--- src/rtl/pipe_stage_pkg.sv ---
// rtl/pipe_stage_pkg.sv - shared types and constants for the skid-buffered pipeline stage
package pipe_stage_pkg;

    typedef enum logic [1:0] {
        ST_EMPTY = 2'd0,
        ST_ONE   = 2'd1,
        ST_TWO   = 2'd2
    } state_t;

    localparam int DEF_CTRL_W   = 9;
    localparam int DEF_DATA_W   = 106;
    localparam int DEF_SIGN_IDX = 31;

    localparam int              CNT_W   = 16;
    localparam logic [CNT_W-1:0] CNT_SAT = 16'hFFFF;

    function automatic logic [CNT_W-1:0] sat_inc(input logic [CNT_W-1:0] v);
        return (v == CNT_SAT) ? v : v + 1'b1;
    endfunction

endpackage

--- src/rtl/pipe_stage_slot.sv ---
// rtl/pipe_stage_slot.sv - one storage entry (valid, ctrl, data, neg); clear_ctrl squashes ctrl/valid and keeps data
module pipe_stage_slot
    import pipe_stage_pkg::*;
#(
    parameter int CTRL_W   = DEF_CTRL_W,
    parameter int DATA_W   = DEF_DATA_W
) (
    input  logic              clk,
    input  logic              rst,
    input  logic              load,
    input  logic              clear_ctrl,
    input  logic              ld_valid,
    input  logic [CTRL_W-1:0] ld_ctrl,
    input  logic [DATA_W-1:0] ld_data,
    input  logic              ld_neg,
    output logic              o_valid,
    output logic [CTRL_W-1:0] o_ctrl,
    output logic [DATA_W-1:0] o_data,
    output logic              o_neg
);

    logic              r_valid;
    logic [CTRL_W-1:0] r_ctrl;
    logic [DATA_W-1:0] r_data;
    logic              r_neg;

    always_ff @(posedge clk) begin
        if (rst) begin
            r_valid <= 1'b0;
            r_ctrl  <= '0;
            r_data  <= '0;
            r_neg   <= 1'b0;
        end else if (clear_ctrl) begin
            r_valid <= 1'b0;
            r_ctrl  <= '0;
            r_neg   <= 1'b0;
        end else if (load) begin
            r_valid <= ld_valid;
            r_ctrl  <= ld_ctrl;
            r_data  <= ld_data;
            r_neg   <= ld_neg;
        end
    end

    assign o_valid = r_valid;
    assign o_ctrl  = r_ctrl;
    assign o_data  = r_data;
    assign o_neg   = r_neg;

endmodule

--- src/rtl/pipe_stage_skid.sv ---
// rtl/pipe_stage_skid.sv - valid/ready pipeline stage with 2-entry skid buffer; PIPE_STAGE_STATS_EN adds stall/bubble counters
module pipe_stage_skid
    import pipe_stage_pkg::*;
#(
    parameter int CTRL_W   = DEF_CTRL_W,
    parameter int DATA_W   = DEF_DATA_W,
    parameter int SIGN_IDX = DEF_SIGN_IDX
) (
    input  logic              clk,
    input  logic              rst,
    input  logic              flush,
    input  logic              in_valid,
    output logic              in_ready,
    input  logic [CTRL_W-1:0] in_ctrl,
    input  logic [DATA_W-1:0] in_data,
    output logic              out_valid,
    input  logic              out_ready,
    output logic [CTRL_W-1:0] out_ctrl,
    output logic [DATA_W-1:0] out_data,
    output logic              out_neg,
    output logic [CNT_W-1:0]  stall_cnt,
    output logic [CNT_W-1:0]  bubble_cnt
);

    state_t r_state, w_state_next;
    logic   r_in_ready;

    logic              w_enq, w_deq;
    logic              w_main_load, w_main_clr, w_main_from_skid;
    logic              w_skid_load, w_skid_clr;
    logic              w_main_valid, w_main_neg;
    logic [CTRL_W-1:0] w_main_ctrl;
    logic              w_skid_valid, w_skid_neg;
    logic [CTRL_W-1:0] w_skid_ctrl;
    logic [DATA_W-1:0] w_skid_data;

    // Handshake decisions depend only on valid/ready, so X data cannot reach state.
    assign w_enq = in_valid && r_in_ready;
    assign w_deq = w_main_valid && out_ready;

    always_ff @(posedge clk) begin
        if (rst) begin
            r_state    <= ST_EMPTY;
            r_in_ready <= 1'b1;
        end else begin
            r_state    <= w_state_next;
            r_in_ready <= (w_state_next != ST_TWO);
        end
    end

    always_comb begin
        w_state_next     = r_state;
        w_main_load      = 1'b0;
        w_main_clr       = 1'b0;
        w_main_from_skid = 1'b0;
        w_skid_load      = 1'b0;
        w_skid_clr       = 1'b0;
        if (flush) begin
            w_state_next = ST_EMPTY;
            w_main_clr   = 1'b1;
            w_skid_clr   = 1'b1;
        end else begin
            case (r_state)
                ST_EMPTY: begin
                    if (w_enq) begin
                        w_main_load  = 1'b1;
                        w_state_next = ST_ONE;
                    end
                end
                ST_ONE: begin
                    if (w_enq && w_deq) begin
                        w_main_load  = 1'b1;
                    end else if (w_enq) begin
                        w_skid_load  = 1'b1;
                        w_state_next = ST_TWO;
                    end else if (w_deq) begin
                        w_main_clr   = 1'b1;
                        w_state_next = ST_EMPTY;
                    end
                end
                ST_TWO: begin
                    if (w_deq) begin
                        w_main_load      = 1'b1;
                        w_main_from_skid = 1'b1;
                        w_skid_clr       = 1'b1;
                        w_state_next     = ST_ONE;
                    end
                end
                default: begin
                    w_main_clr   = 1'b1;
                    w_skid_clr   = 1'b1;
                    w_state_next = ST_EMPTY;
                end
            endcase
        end
    end

    pipe_stage_slot #(.CTRL_W(CTRL_W), .DATA_W(DATA_W)) u_main (
        .clk        (clk),
        .rst        (rst),
        .load       (w_main_load),
        .clear_ctrl (w_main_clr),
        .ld_valid   (w_main_from_skid ? w_skid_valid : 1'b1),
        .ld_ctrl    (w_main_from_skid ? w_skid_ctrl  : in_ctrl),
        .ld_data    (w_main_from_skid ? w_skid_data  : in_data),
        .ld_neg     (w_main_from_skid ? w_skid_neg   : in_data[SIGN_IDX]),
        .o_valid    (w_main_valid),
        .o_ctrl     (w_main_ctrl),
        .o_data     (out_data),
        .o_neg      (w_main_neg)
    );

    pipe_stage_slot #(.CTRL_W(CTRL_W), .DATA_W(DATA_W)) u_skid (
        .clk        (clk),
        .rst        (rst),
        .load       (w_skid_load),
        .clear_ctrl (w_skid_clr),
        .ld_valid   (1'b1),
        .ld_ctrl    (in_ctrl),
        .ld_data    (in_data),
        .ld_neg     (in_data[SIGN_IDX]),
        .o_valid    (w_skid_valid),
        .o_ctrl     (w_skid_ctrl),
        .o_data     (w_skid_data),
        .o_neg      (w_skid_neg)
    );

    assign in_ready  = r_in_ready;
    assign out_valid = w_main_valid;
    assign out_ctrl  = w_main_valid ? w_main_ctrl : '0;
    assign out_neg   = w_main_valid & w_main_neg;

`ifdef PIPE_STAGE_STATS_EN
    logic [CNT_W-1:0] r_stall_cnt, r_bubble_cnt;

    always_ff @(posedge clk) begin
        if (rst) begin
            r_stall_cnt  <= '0;
            r_bubble_cnt <= '0;
        end else begin
            if (w_main_valid && !out_ready) r_stall_cnt <= sat_inc(r_stall_cnt);
            if (!w_main_valid)              r_bubble_cnt <= sat_inc(r_bubble_cnt);
        end
    end

    assign stall_cnt  = r_stall_cnt;
    assign bubble_cnt = r_bubble_cnt;
`else
    assign stall_cnt  = '0;
    assign bubble_cnt = '0;
`endif

endmodule

--- config.mk ---
export PLATFORM = sky130hd
export DESIGN_NAME = pipe_stage_skid
export DESIGN_NICKNAME = d
export VERILOG_FILES = /design/src/rtl/pipe_stage_pkg.sv /design/src/rtl/pipe_stage_slot.sv /design/src/rtl/pipe_stage_skid.sv
export SDC_FILE = /design/constraint.sdc
export NUM_CORES = 1
export LEC_CHECK = 0
export CAP_MARGIN = 20
export CORE_MARGIN = 8
export CORE_UTILIZATION = 40
export DETAILED_ROUTE_END_ITERATION = 10
export GPL_TIMING_DRIVEN = 0
export PLACE_DENSITY = 0.8
export SKIP_CTS_REPAIR_TIMING = 1
export SYNTH_ARGS = -nofsm -noshare
export SYNTH_HDL_FRONTEND = slang
export SYNTH_SLANG_ARGS = --single-unit
--- constraint.sdc ---
create_clock -name clk -period 1.83 [get_ports clk]
set_input_delay 0.183 -clock clk [delete_from_list [all_inputs] [get_ports clk]]
set_output_delay 0.183 -clock clk [all_outputs]
set_load 0.1 [all_outputs]
After elaboration in Yosys (flattened, before gate mapping)
Cells that the tools add are included.
Storage, ports and cells
  register bits: 237
  word-level logic and storage cells: 54
Cells by class
  bitwise gates (word level): 3
  equality and inequality tests: 3
  mux-type cells: 28
  reduce and logical (&&, ||, !) cells: 10
Operators with widths (count)
  106-bit 2-to-1 mux: 1
  9-bit 2-to-1 mux: 2
  1-bit 2-to-1 mux: 15
  2-bit 2-to-1 mux: 6
  2-bit OR reduction: 4
  2-bit one-hot mux with 3 select lines: 1
  1-bit one-hot mux with 2 select lines: 2
  2-bit AND reduction: 2
  1-bit logical AND: 3
  1-bit one-hot mux with 3 select lines: 1
  2-bit by 1-bit == test with 1-bit output (second input constant): 1
  2-bit == test (second input constant): 1
  2-bit logical NOT: 1
  2-bit != test (second input constant): 1
  1-bit NOT: 2
  1-bit bitwise AND: 1

Logic depth before layout (Yosys ltp)
Gate-level depths: netlist (run 1).
  depth after elaboration: 8
  depth in mapped cells: 8
  gate-level depth less buffers: 5

Modules after synthesis
Synthesis (run 1) repeated with hierarchy kept, for this count alone.
Unflattened totals
  cells, all modules: 1242
  area total of the unflattened synthesis: 12699.7 um^2
Modules (own cells, without submodules)
  pipe_stage_slot: times used 2, cells an instance 519, sequential area each 2342.2 um^2, area each 5257.5 um^2
  pipe_stage_skid: times used 1, cells an instance 204, sequential area each 60.1 um^2, area each 2184.6 um^2

Worst setup path before layout (run 1)
No wires, ideal clock.
  kind: reg-to-output
  start: register u_main.r_valid, in the netlist u_main.o_valid
  end: output out_neg
  stages on the path, launching flop included: 4
  slack: -931 ps
  buffers on the path: 1
  arrival: 2578 ps
  path through: dfxtp_1 > clkbuf_1 > inv_1 > nor2_1
On the way
  cells in the longest elaborated chain, start to end: 1
Ends and longest elaborated chain
  start: declaration: RTL line pipe_stage_slot.sv:22  | logic r_valid;
  start signal: assignment: RTL line pipe_stage_slot.sv:38  | r_valid <= ld_valid;
  1-bit bitwise AND: RTL line pipe_stage_skid.sv:131  | assign out_neg = w_main_valid & w_main_neg;
  end: declaration: RTL line pipe_stage_skid.sv:20  | output logic out_neg,
No other way between the ends.

Final worst setup path (run 1)
  start: register u_main.r_valid, in the netlist u_main.o_valid
  end: register u_main.r_data[49], in the netlist u_main.o_data[49]
On the way
  cells in the longest elaborated chain, start to end: 8
Ends and longest elaborated chain
  1-bit logical AND (*): RTL line pipe_stage_skid.sv:39  | assign w_deq = w_main_valid && out_ready;
  1-bit 2-to-1 mux: RTL line pipe_stage_skid.sv:76, pipe_stage_skid.sv:82
  1-bit 2-to-1 mux: RTL line pipe_stage_skid.sv:73  | end else if (w_enq) begin
  1-bit 2-to-1 mux: RTL line pipe_stage_skid.sv:71  | if (w_enq && w_deq) begin
  1-bit one-hot mux with 2 select lines: RTL line pipe_stage_skid.sv:63  | case (r_state)
  1-bit 2-to-1 mux: RTL line pipe_stage_skid.sv:58  | if (flush) begin
  1-bit NOT (no source line)
  2-bit AND reduction (no source line)
  end signal: assignment: RTL line pipe_stage_slot.sv:40  | r_data <= ld_data;
  end: declaration: RTL line pipe_stage_slot.sv:24  | logic [DATA_W-1:0] r_data;
Every way passes the cells marked *; elsewhere a longest branch is shown, timed or not.
A chain may end at the register's enable or synchronous reset.

==> impl_metrics.toml, run 1 <==
[floorplan]
pin_count = 270
design.core.area_mm2 = 0.02525
die_y_um = 176.5
die_x_um = 176.5
rows = 58
start_util = 0.4080
die_area_mm2 = 0.03115

[status]
outcome = "finished with violations"
violations = "negative setup slack"

[setup_path]
path_buf_inv = 4
crit_family = "buffers and inverters"
crit_type = "flop to flop"
arrival_ps = 2320
crit_path_max_incr_delay_ps = 360
critical_path_cell_count = 8
crit_slowest_cell = "dfxtp_4"
path_cells = "and2_1 -> buf_6 -> a211oi_4 -> nor2_4 -> buf_4 -> buf_12 -> buf_12 -> a221oi_2"
cp-end-kind = "flop"
crit_fanout = 14
reg2regPathDepth = 8
worstPathRequired_ps = 2260
cpMostUsedCell = "buf_12"
worstSetupStartpointType = "flop"

[timing]
min_period_over_period = 1.034
final-setup-viol-count = 53
worst_pin_slew_ps = 995.0
finalSetupTns_ps = -1424
max_freq_ghz = 0.5286
fin_crit_ps = 1892
finalWorstSetupSlack_ps = -61.71
final_max_slew_viol_count = 0
finalHoldViolations = 0
skew_ps = 10.61
slew-limit-headroom = 0.3356
rsz0062_at_grt = "true"

[clocking]
cts.sinks = 237
clk-insertion-delay-late_ps = 520
cts_buffer_depth = 3
root_buffer = "clkbuf_16"
htree_levels = 1
numCtsBuffers = 26
clk_pin_slew_worst_paths_ps = 60
cts_tree = "done"

[synthesis]
async_flop_share = 0
synth.avg_cell_area_um2 = 9.225
seq_area_frac_synth = 0.4604
ys_ff_latch = 237
yosysUniqueCellTypes = 37
syn_area_mm2 = 0.01030
synth_top_flop_cell = "dfxtp_1"
yosysWarnings = 0
synth_edf_count = 0
syn_inst = 1117

[hold_path]
hold_depth = 3
hp-class = "input pin to flop"

[power]
p_switching_mw = 4.494
p_int_mw = 9.194
clockPowerShare = 0.370
switching_share = 0.3283
p_comb_frac = 0.228
power_density_mw_per_mm2 = 965.7
p_leak_nw = 6.522
power_frac_seq = 0.402
ir_drop_v = 0.0006265

[global_routing]
grt_usage = 0.1931
grt_pass1_vias = 9120
grt.overflow.total = 0
grt_pass1_wl_um = 49670
antenna_found_initial = 2
grt_max_degree = 13

[drt]
wl_per_cell_um = 18.02
postRouteAntennaNets = 0
firstDrtPassIters = 5
dr_total_vias = 9198
wl_um = 31940
drc = 0
drt_iter0_markers = 571
vias_per_cell = 5.191

[placement]
place.port_buffers = 236
dp_hpwl_um = 22420
finalWeightedCongestion = 0.8212

[layout]
nNetsFinal = 1544
layout-drive-gt1-share = 0.2186
synthToLayoutAreaGrowth_pct = 37.54
fin_util = 0.5612
n_fill_cell = 2184

[run]
timing.max_cap.violations = 0
[state kept, by name, indices dropped and copies added, names as in the netlist]
register and count:
in_ready 1, u_skid.o_data 106, u_skid.o_neg 1, u_skid.o_ctrl 9, u_main.o_neg 1, u_skid.o_valid 1, u_main.o_valid 1, u_main.o_data 106
r_state 2, u_main.o_ctrl 9
[cell families after synthesis]
| family | Yosys count | share of synthesized area |
|---|---|---|
| AOI/OAI and AO/OA | 246 | 0.1996 |
| buffers and inverters | 142 | 0.07953 |
| DFF | 237 | 0.4604 |
| muxes | 114 | 0.1107 |
| other | 1 | 0.0003639 |
| and+or+nand+nor | 377 | 0.1493 |
[worst register-to-register path: stages (launching register included)]
cell and delay [ps]:
dfxtp_4 360, and2_1 140, buf_6 140, a211oi_4 290, nor2_4 120, buf_4 160
buf_12 160, buf_12 180, a221oi_2 250
[layout by cell type, fill, tap and decap left out, types with 4 or more instances in the layout]
cell             instances
nor2_1                 117
mux2i_1                109
buf_2                   15
mux2i_2                  5
buf_12                   6
clkbuf_1                39
clkbuf_16               31
conb_1                  32
clkbuf_8                 4
buf_4                   55
buf_6                   18
a221oi_2                58
a21oi_1                121
clkbuf_4                11
clkinv_2                 4
buf_8                    5
nand2_1                234
dfxtp_1                234
clkdlybuf4s50_1        118
and2_1                  10
a221oi_1                55
inv_1                    5
dlymetal6s2s_1          35
clkbuf_2                85
[layer usage]
metal,global-route usage,vias to the layer above,share of wire
li1,-,4463,-
met1,0.2429,4373,0.43
met2,0.3284,294,0.48
met3,0.03696,66,0.064
met4,0.06025,2,0.028
met5,0,-,0.00028
[Yosys cell counts, types with 5 or more instances]
cell | n | area (µm²)
buf_4 | 55 | 412.9
nand2_1 | 234 | 878.3
and2_1 | 10 | 62.56
a221oi_1 | 56 | 490.5
mux2i_1 | 114 | 1141
dfxtp_1 | 237 | 4745
buf_2 | 28 | 140.1
buf_6 | 6 | 67.56
a221oi_2 | 59 | 885.9
inv_1 | 5 | 18.77
a21oi_1 | 121 | 605.6
clkbuf_1 | 47 | 176.4
nor2_1 | 118 | 442.9
[power groups by stage]
stage          clock [mW]  combinational [mW]  sequential (mW)
6_report             5.07                3.12             5.50
5_1_grt              5.37                3.25             5.52
2_1_floorplan           0                1.01             6.87
4_1_cts              5.14                3.15             5.50
3_5_place_dp            0                3.14             5.61
3_3_place_gp            0                3.11             5.61
[per-stage QoR]
stage | total power [mW] | std cells | hold slack (ps) | area (µm²) | setup WS (ps)
2_1_floorplan | 7.880 | 1148 | 315.9 | 10440 | 24.01
3_3_place_gp | 8.721 | 1714 | 440.2 | 13210 | -657.6
3_5_place_dp | 8.746 | 1714 | 445.8 | 13210 | -758.9
4_1_cts | 13.79 | 1759 | 211.5 | 14030 | -1150
5_1_grt | 14.14 | 1772 | 239.8 | 14170 | -127.1
6_report | 13.69 | 1772 | 235.0 | 14170 | -61.71
[worst paths after layout]
| check | slack [ps] | end | from |
|---|---|---|---|
| worst max-delay path | -60 | u_main.o_data[49] | u_main.o_valid |
| worst min-delay path | 230 | u_skid.o_data[76] | in_data[76] |
| worst max register to register | -60 | u_main.o_data[49] | u_main.o_valid |
| worst min register to register | 450 | u_skid.o_data[66] | u_skid.o_data[66] |
[final cells by class]
| class | instances | area (µm²) | area share |
|---|---|---|---|
| Tap cell | 330 | 412.9 | 0.02913 |
| Clock inverter | 6 | 58.81 | 0.004149 |
| Clock buffer | 39 | 760.7 | 0.05367 |
| Timing Repair Buffer | 249 | 2265 | 0.1598 |
| Multi-Input combinational cell | 769 | 4930 | 0.3478 |
| Sequential cell | 237 | 4753 | 0.3354 |
| Buffer | 136 | 972.2 | 0.06859 |
| Inverter | 5 | 18.77 | 0.001324 |
| Antenna cell | 1 | 2.502 | 0.0001766 |
(Power assumes the default switching activity.)
==> run 2: changes to the inputs <==
Settings changed: DONT_BUFFER_PORTS set to 1, GPL_TIMING_DRIVEN 0 to not set, PLACE_DENSITY 0.8 to 0.66, SYNTH_HIERARCHICAL set to 1.
==> run 2 against run 1 <==
The run ends with negative hold slack, negative setup slack left. Setup slack better by 52 ps. Maximum frequency is 2.8% higher. Count of clock-buffer cells in the layout is 4 lower. Critical endpoint is now u_main/o_data[38].
==> impl_metrics.toml, run 2 <==
[setup_path]
worstSetupStartpointType = "flop"
arrival_ps = 2260
r2r_slack_ps = -10
crit_family = "compound AO/OA/AOI/OAI gates"
cp-end-kind = "flop"
path_cells = "and2_1 -> a21oi_1 -> o21bai_4 -> buf_4 -> nand4bb_1 -> o21ai_1"
path_buf_inv = 1
crit_path_max_incr_delay_ps = 400
crit_slowest_cell = "dfxtp_4"
crit_type = "flop to flop"
worstPathRequired_ps = 2250
crit_fanout = 28

[floorplan]
die_y_um = 194.2
die_x_um = 194.2
design.core.area_mm2 = 0.03139
die_area_mm2 = 0.03771
pin_count = 270
rows = 65
start_util = 0.4045

[synthesis]
yosysUniqueCellTypes = 38
synth.avg_cell_area_um2 = 10.23
seq_area_frac_synth = 0.3736
synth_top_cell_area_share = 0.3736
ys_ff_latch = 237
syn_area_mm2 = 0.01270
syn_inst = 1242
synth_edf_count = 0
synth_top_flop_cell = "dfxtp_1"
yosys.area.top_type = "dfxtp_1"
ys_top_cells_by_count = "237 x dfxtp_1, 213 x nand2b_1, 213 x nand4bb_1"
yosysWarnings = 6
async_flop_share = 0
synth_most_common_cell = "dfxtp_1"
synthTopCellsByArea = "dfxtp_1 37%, nand4bb_1 19%, nand2b_1 10%"

[power]
ir_drop_v = 0.0006800
power_density_mw_per_mm2 = 728.3
p_leak_nw = 6.127

[layout]
layout-drive-gt1-share = 0.2272
nNetsFinal = 1731
n_fill_cell = 2597
layout_commonest_cell = "dlygate4sd3_1"
mostFrequentLayoutCells = "299 x dlygate4sd3_1, 233 x dfxtp_1, 213 x nand4bb_1, 212 x nand2b_1, 133 x buf_4"
synthToLayoutAreaGrowth_pct = 41.83

[clocking]
numCtsBuffers = 28
root_buffer = "clkbuf_16"
cts.sinks = 237
cts_buffer_depth = 3
cts_tree = "done"
htree_levels = 1
clk_pin_slew_worst_paths_ps = 70
clk-insertion-delay-late_ps = 540

[drt]
firstDrtPassIters = 5
drt_iter0_markers = 583
wl_per_cell_um = 19.78
vias_per_cell = 5.352
postRouteAntennaNets = 0
dr_total_vias = 10902
drc = 0
wl_um = 40300

[timing]
finalSetupTns_ps = -9.759
finalHoldViolations = 75
hold-worst-slack_ps = -169.0
fin_crit_ps = 1840
skew_ps = 15.98
finalWorstSetupSlack_ps = -9.759
rsz0062_at_grt = "true"
final_max_slew_viol_count = 0
final-setup-viol-count = 1
min_period_over_period = 1.005
max_freq_ghz = 0.5436

[placement]
finalWeightedCongestion = 0.7353
place.port_buffers = 0
dp_hpwl_um = 21280

[global_routing]
antenna_found_initial = 4
grt.overflow.total = 0
grt_max_degree = 432
grt_pass1_wl_um = 52760
grt_pass1_vias = 9289
grt_usage = 0.1675

[status]
outcome = "finished with violations"
violations = "negative hold slack, negative setup slack"

[hold_path]
hp-class = "input pin to flop"

[run]
timing.max_cap.violations = 0
==> run 2: cell type report <==
| cell class | count | area (µm²) | area share |
|---|---|---|---|
| Timing Repair Buffer | 475 | 4761 | 0.2643 |
| Inverter | 1 | 3.754 | 0.0002084 |
| Clock inverter | 17 | 140.1 | 0.007780 |
| Clock buffer | 35 | 748.2 | 0.04154 |
| Sequential cell | 237 | 4755 | 0.2640 |
| Tap cell | 402 | 503.0 | 0.02792 |
| Multi-Input combinational cell | 868 | 7097 | 0.3940 |
| Antenna cell | 2 | 5.005 | 0.0002779 |
==> run 2: worst paths after layout <==
| check | from | end | cells after the start |
|---|---|---|---|
| max | u_main/o_valid | u_main/o_data[38] | 6 |
| min reg2reg | u_skid/o_data[1] | u_skid/o_data[1] | 2 |
| max reg2reg | u_main/o_valid | u_main/o_data[38] | 6 |
| min | rst | in_ready | 1 |
==> run 2: metal layers <==
layer / track usage / vias to the layer above / part of all wire
met5: 0 / - / 0.00052
met3: 0.06612 / 68 / 0.069
met2: 0.2753 / 318 / 0.49
met1: 0.2037 / 5378 / 0.42
li1: - / 5134 / -
met4: 0.03819 / 4 / 0.020
==> run 2: where the power goes <==
group,internal [mW],switching (mW),total [mW],leakage [nW]
sequential,5.27,0.0498,5.32,1.92
clock,3.17,2.33,5.50,0.437
combinational,0.865,1.44,2.30,3.77
==> run 2: cell families after synthesis <==
kind of cell	share of synthesized area
DFF	0.3736
AOI/OAI and AO/OA	0.08709
and+or+nand+nor	0.3189
muxes	0.1320
other	0.0005914
buffers and inverters	0.08778
==> run 2: through the flow <==
step / worst slack, ps / instance area [µm²] / power (mW) / util / instances
2_1_floorplan: -166.6 / 12860 / 7.150 / - / 1273
4_1_cts: -229.5 / 14660 / 12.81 / 0.4670 / 1723
3_3_place_gp: -62.66 / 13770 / 7.297 / 0.4387 / 1671
5_1_grt: -54.60 / 18010 / 13.54 / 0.5738 / 2037
6_report: -9.759 / 18010 / 13.12 / 0.5738 / 2037
3_5_place_dp: -58.09 / 13770 / 7.312 / 0.4387 / 1671
